### src/rtl/fetch_queue_pkg.sv
// Shared constants and entry layout for the instruction fetch queue.
// Imported by the interface and the queue itself.
package fetch_queue_pkg;

  localparam int XLEN = 32;
  localparam logic [XLEN-1:0] NOP = 32'h0000_0000;
  localparam logic [XLEN-1:0] PC_INC = 32'd4;

  typedef struct packed {
    logic [XLEN-1:0] instr;
    logic [XLEN-1:0] pc;
    logic [XLEN-1:0] pc_plus4;
  } fq_entry_t;

endpackage

### src/rtl/fetch_queue_if.sv
// Fetch-to-decode handshake bundle.
// slave is the queue side, master is the fetch/decode environment.
interface fetch_queue_if
  import fetch_queue_pkg::*;
#(
  parameter int DEPTH = 2
) ();

  localparam int CW = $clog2(DEPTH) + 1;

  logic [XLEN-1:0] InstrIn;
  logic [XLEN-1:0] PCIn;
  logic            InValid;
  logic            InReady;
  logic            Flush;
  logic [XLEN-1:0] InstrOut;
  logic [XLEN-1:0] PCOut;
  logic [XLEN-1:0] PCPlus4Out;
  logic            OutValid;
  logic            OutReady;
  logic [CW-1:0]   Count;

  modport slave (
    input  InstrIn,
    input  PCIn,
    input  InValid,
    output InReady,
    input  Flush,
    output InstrOut,
    output PCOut,
    output PCPlus4Out,
    output OutValid,
    input  OutReady,
    output Count
  );

  modport master (
    output InstrIn,
    output PCIn,
    output InValid,
    input  InReady,
    output Flush,
    input  InstrOut,
    input  PCOut,
    input  PCPlus4Out,
    input  OutValid,
    output OutReady,
    input  Count
  );

endinterface

### src/rtl/fetch_queue.sv
// Circular instruction queue between PC/imem and decode.
// Ready depends on registered occupancy only; flush empties it in one cycle.
module fetch_queue
  import fetch_queue_pkg::*;
#(
  parameter int DEPTH = 2
) (
  input  logic          Clk,
  input  logic          Reset,
  fetch_queue_if.slave  fq
);

  localparam int AW = $clog2(DEPTH);
  localparam int CW = AW + 1;

  fq_entry_t       mem [DEPTH];
  logic [AW-1:0]   wr_ptr;
  logic [AW-1:0]   rd_ptr;
  logic [CW-1:0]   count;
  logic            full;
  logic            empty;
  logic            push;
  logic            pop;
  fq_entry_t       head;

  assign full  = (count == CW'(DEPTH));
  assign empty = (count == '0);

  assign push = fq.InValid & ~full & ~fq.Flush;
  assign pop  = ~empty & fq.OutReady & ~fq.Flush;

  assign fq.InReady  = ~full;
  assign fq.OutValid = ~empty;
  assign fq.Count    = count;

  // Entry storage: captured on push, never cleared.
  always_ff @(posedge Clk) begin
    if (push) begin
      mem[wr_ptr] <= '{
        instr:    fq.InstrIn,
        pc:       fq.PCIn,
        pc_plus4: fq.PCIn + PC_INC
      };
    end
  end

  // Pointer and occupancy update; flush wins over push/pop.
  always_ff @(posedge Clk or posedge Reset) begin
    if (Reset) begin
      wr_ptr <= '0;
      rd_ptr <= '0;
      count  <= '0;
    end else if (fq.Flush) begin
      wr_ptr <= '0;
      rd_ptr <= '0;
      count  <= '0;
    end else begin
      if (push) wr_ptr <= wr_ptr + AW'(1);
      if (pop)  rd_ptr <= rd_ptr + AW'(1);
      unique case (1'b1)
        push && !pop: count <= count + CW'(1);
        pop && !push: count <= count - CW'(1);
        default:      count <= count;
      endcase
    end
  end

  assign head = mem[rd_ptr];

  // Present head entry, or a NOP bubble when empty.
  always_comb begin
    fq.InstrOut   = NOP;
    fq.PCOut      = '0;
    fq.PCPlus4Out = '0;
    if (!empty) begin
      fq.InstrOut   = head.instr;
      fq.PCOut      = head.pc;
      fq.PCPlus4Out = head.pc_plus4;
    end
  end

endmodule

### src/flat_wrapper.sv
// flat-port wrapper written by rule: the top's interface ports become plain ports
module fetch_queue_flat import fetch_queue_pkg::*;
#(
  parameter int DEPTH = 2
)
  (Clk, Reset, fq_InstrIn, fq_PCIn, fq_InValid, fq_InReady, fq_Flush, fq_InstrOut, fq_PCOut, fq_PCPlus4Out, fq_OutValid, fq_OutReady, fq_Count);
  fetch_queue_if #(.DEPTH(DEPTH)) fq_i ();
  input  logic Clk;
  input  logic Reset;
  input wire logic [$bits(fq_i.InstrIn)-1:0] fq_InstrIn;
  input wire logic [$bits(fq_i.PCIn)-1:0] fq_PCIn;
  input wire logic [$bits(fq_i.InValid)-1:0] fq_InValid;
  output wire logic [$bits(fq_i.InReady)-1:0] fq_InReady;
  input wire logic [$bits(fq_i.Flush)-1:0] fq_Flush;
  output wire logic [$bits(fq_i.InstrOut)-1:0] fq_InstrOut;
  output wire logic [$bits(fq_i.PCOut)-1:0] fq_PCOut;
  output wire logic [$bits(fq_i.PCPlus4Out)-1:0] fq_PCPlus4Out;
  output wire logic [$bits(fq_i.OutValid)-1:0] fq_OutValid;
  input wire logic [$bits(fq_i.OutReady)-1:0] fq_OutReady;
  output wire logic [$bits(fq_i.Count)-1:0] fq_Count;
  assign fq_i.InstrIn = fq_InstrIn;
  assign fq_i.PCIn = fq_PCIn;
  assign fq_i.InValid = fq_InValid;
  assign fq_InReady = fq_i.InReady;
  assign fq_i.Flush = fq_Flush;
  assign fq_InstrOut = fq_i.InstrOut;
  assign fq_PCOut = fq_i.PCOut;
  assign fq_PCPlus4Out = fq_i.PCPlus4Out;
  assign fq_OutValid = fq_i.OutValid;
  assign fq_i.OutReady = fq_OutReady;
  assign fq_Count = fq_i.Count;
  fetch_queue #(.DEPTH(DEPTH)) u_core (.Clk(Clk), .Reset(Reset), .fq(fq_i));
endmodule
### config.mk
export PLATFORM = sky130hd
export DESIGN_NAME = fetch_queue_flat
export DESIGN_NICKNAME = d
export VERILOG_FILES = /design/src/rtl/fetch_queue_pkg.sv /design/src/rtl/fetch_queue_if.sv /design/src/rtl/fetch_queue.sv /design/src/flat_wrapper.sv
export SDC_FILE = /design/constraint.sdc
export NUM_CORES = 1
export LEC_CHECK = 0
export BUFFER_PORTS_ARGS = -buffer_cell sky130_fd_sc_hd__buf_2
export CELL_PAD_IN_SITES_DETAIL_PLACEMENT = 1
export CELL_PAD_IN_SITES_GLOBAL_PLACEMENT = 1
export CORE_MARGIN = 2
export CORE_UTILIZATION = 40
export CTS_CLUSTER_DIAMETER = 150
export DETAILED_ROUTE_END_ITERATION = 7
export PLACE_DENSITY = 0.85
export SKIP_CTS_REPAIR_TIMING = 1
export SYNTH_ARGS = -nofsm -noshare
export SYNTH_HDL_FRONTEND = slang
export SYNTH_SLANG_ARGS = --single-unit
### constraint.sdc
create_clock -name Clk -period 7.5 [get_ports Clk]
set_input_delay 0.375 -clock Clk [delete_from_list [all_inputs] [get_ports Clk]]
set_output_delay 0.375 -clock Clk [all_outputs]
set_load 0.02 [all_outputs]
==> impl_metrics.toml <==
[outcome]
status = "finished clean"

[cells_and_area]
areaGrowthSynthToFinish_pct = 22.4
fin_nets = 746
finalInstanceArea_um2 = 9580
diodes = 0
drive_gt1_share_pct = 30.8
final_cell_mix = "edfxtp_1 (188), buf_2 (168), nor2_1 (105), mux2i_1 (95), xnor2_1 (22)"
final_common_cell = "edfxtp_1"
nFillCells = 1962

[synthesis]
synth_seq_cells = 192
ys.flop_type = "edfxtp_1"
synth_warnings = 0
synth_edf_count = 188
avgSynthCellArea_um2 = 15.5
synthArstFlopShare_pct = 2.08
synth_seq_area_share_pct = 73.4
synth_top_area_share_pct = 72.2
synth_cell_types = 26
synth_top_cells_by_area = "edfxtp_1 (72%), mux2i_1 (12%), nor2_1 (5.1%)"
synth_largest_area_cell = "edfxtp_1"
syn_nets = 575
syn_inst = 505
netlist_area_um2 = 7820

[timing]
fin_skew_ns = 0.0115
whs_ns = 0.133
fmax_ghz = 0.307
rsz0062_at_grt = "false"
final.setup.tns_ns = 0
worst_pin_slew_ns = 0.991
min_period_over_period_pct = 43.4
slew_violations = 0
slew_headroom_pct = 33.8
hold_viol = 0
min_period_ns = 3.26
layout_setup_ws_ns = 4.24
finalSetupViolations = 0

[placement]
placed_area_um2 = 8970
place.port_buffers = 168
dp_hpwl_um = 12100
dp_slack_ns = 4.67
gp_congestion = 0.730

[floorplanning]
die_area_um2 = 20700
die_h_um = 144
io_pins = 169
dieWidth_um = 144
rows = 51
core_area_um2 = 19300
initial_core_util_pct = 40.5

[grt]
overflow = 0
antenna_found_initial = 0
grt_pass1_wl_um = 27400
grt_pass1_vias = 5111
grtUsageTotal_pct = 17.6
grt_max_degree = 53

[drt]
drc = 0
vias = 4677
drt_iter0_drc = 222
drt-wirelength-per-cell_um = 18.8
first_pass_iters = 4
viasPerCell = 4.90
wirelength_um = 17900
drtAntennaViolNets = 0

[cts]
htree_levels = 4
cts.sinks = 192
clock_latency_ns = 0.43
cts_max_path_buffers = 2
cts.clk_slew.worst_paths_ns = 0.08
cts_buffers = 17
cts_root_buffer = "clkbuf_16"
cts_tree = "yes"

[pwr]
ir_drop_mv = 0.155
power_density_nw_per_um2 = 256
leakagePower_uw = 0.00353

[worst_setup_path]
max_stage_delay_ns = 0.91
endpoint_kind = "primary output"
cp.arrival_ns = 2.88
required_ns = 7.12
cp_max_fo = 52
crit_chain = "buf_4, mux2i_1, nor2_1, buf_2"
cp_slowest_cell = "dfrtp_4"
start_kind = "flop"
path_class = "flop to primary output"

[run]
maxCapViolations = 0

[min_path]
hold_class = "input pin to flop"
routing by layer:
layer	wire (um)	up-vias	part of all wire, %	track usage, %
met3	775	23	4.3	3.97
met5	0	-	0	0
met2	9250	130	52	31.2
met1	7650	2327	43	21.3
met4	248	0	1.4	5.68
li1	-	2197	-	-
registers in the layout, summed over array words and instances (netlist names):
signal,cells
u_core.mem,188
u_core.rd_ptr,1
u_core.fq.Count,2
u_core.wr_ptr,1
worst max-delay path: cells and delay by family (launching register included):
family	cells	cell delay, ns
and+or+nand+nor	1	0.24
muxes	1	0.18
buffers and inverters	2	1.05
DFF	1	0.91
cells by family (layout without fill, tap and decap cells):
logic type,after synthesis,in the layout,synth area share [%]
adder cells (fa/ha/maj),1,1,0.160
AND/OR/NAND/NOR,156,156,9.05
AO/OA/AOI/OAI,3,3,0.240
buffers and inverters,28,212,1.60
XOR/XNOR,30,30,3.36
multiplexers,95,95,12.2
flip-flops,192,192,73.4
cells in the mapped netlist (2+ instances only):
master / number
buf_1: 6
buf_2: 10
nor4_4: 2
and3_1: 2
xnor2_1: 22
buf_4: 2
nor3_1: 3
xor2_1: 8
nand4_1: 8
inv_1: 5
nor3b_1: 2
nand3_1: 15
nor2_1: 106
dfrtp_1: 4
nand2b_1: 2
clkbuf_1: 5
mux2i_1: 95
nand3b_1: 2
nand2_1: 12
edfxtp_1: 188
per-stage QoR:
| step | cells | power, uW | util (%) |
|---|---|---|---|
| after floorplan | 505 | 1450 | - |
| after global placement | 921 | 1550 | 46.4 |
| after detailed placement | 921 | 1570 | 46.4 |
| after CTS | 953 | 2480 | 49.5 |
| after global routing | 954 | 2540 | 49.5 |
| final | 954 | 2450 | 49.5 |
where the power goes:
part | leakage [uW] | total [uW] | internal [uW] | switching [uW]
clock network | 0.000282 | 912 | 501 | 411
logic | 0.00147 | 286 | 98.1 | 188
registers | 0.00178 | 1250 | 1230 | 23.4
area by class of cell:
cell class              instances  area [um^2]  share of cell area [%]
clock buffers                  17          425                    4.44
clock inverters                15          175                    1.83
inverters                       5         18.8                   0.196
multi-input cells             285         1980                    20.7
flip-flops and latches        192         5750                    60.0
well taps                     265          332                    3.46
repair buffers                175          896                    9.35
worst paths after layout:
path	cells after the start	from	slack [ns]	to
worst max register to register	5	u_core.fq.Count[0]	4.75	u_core.mem[1][66]
worst max-delay path	4	u_core.rd_ptr	4.24	fq_PCOut[9]
max in group asynchronous	3	Reset	6.96	u_core.rd_ptr
worst min register to register	2	u_core.wr_ptr	0.63	u_core.wr_ptr
worst min-delay path	1	fq_InstrIn[28]	0.13	u_core.mem[1][92]
min in group asynchronous	3	Reset	0.37	u_core.fq.Count[1]
Note: power is estimated with default switching activity, not from simulation.
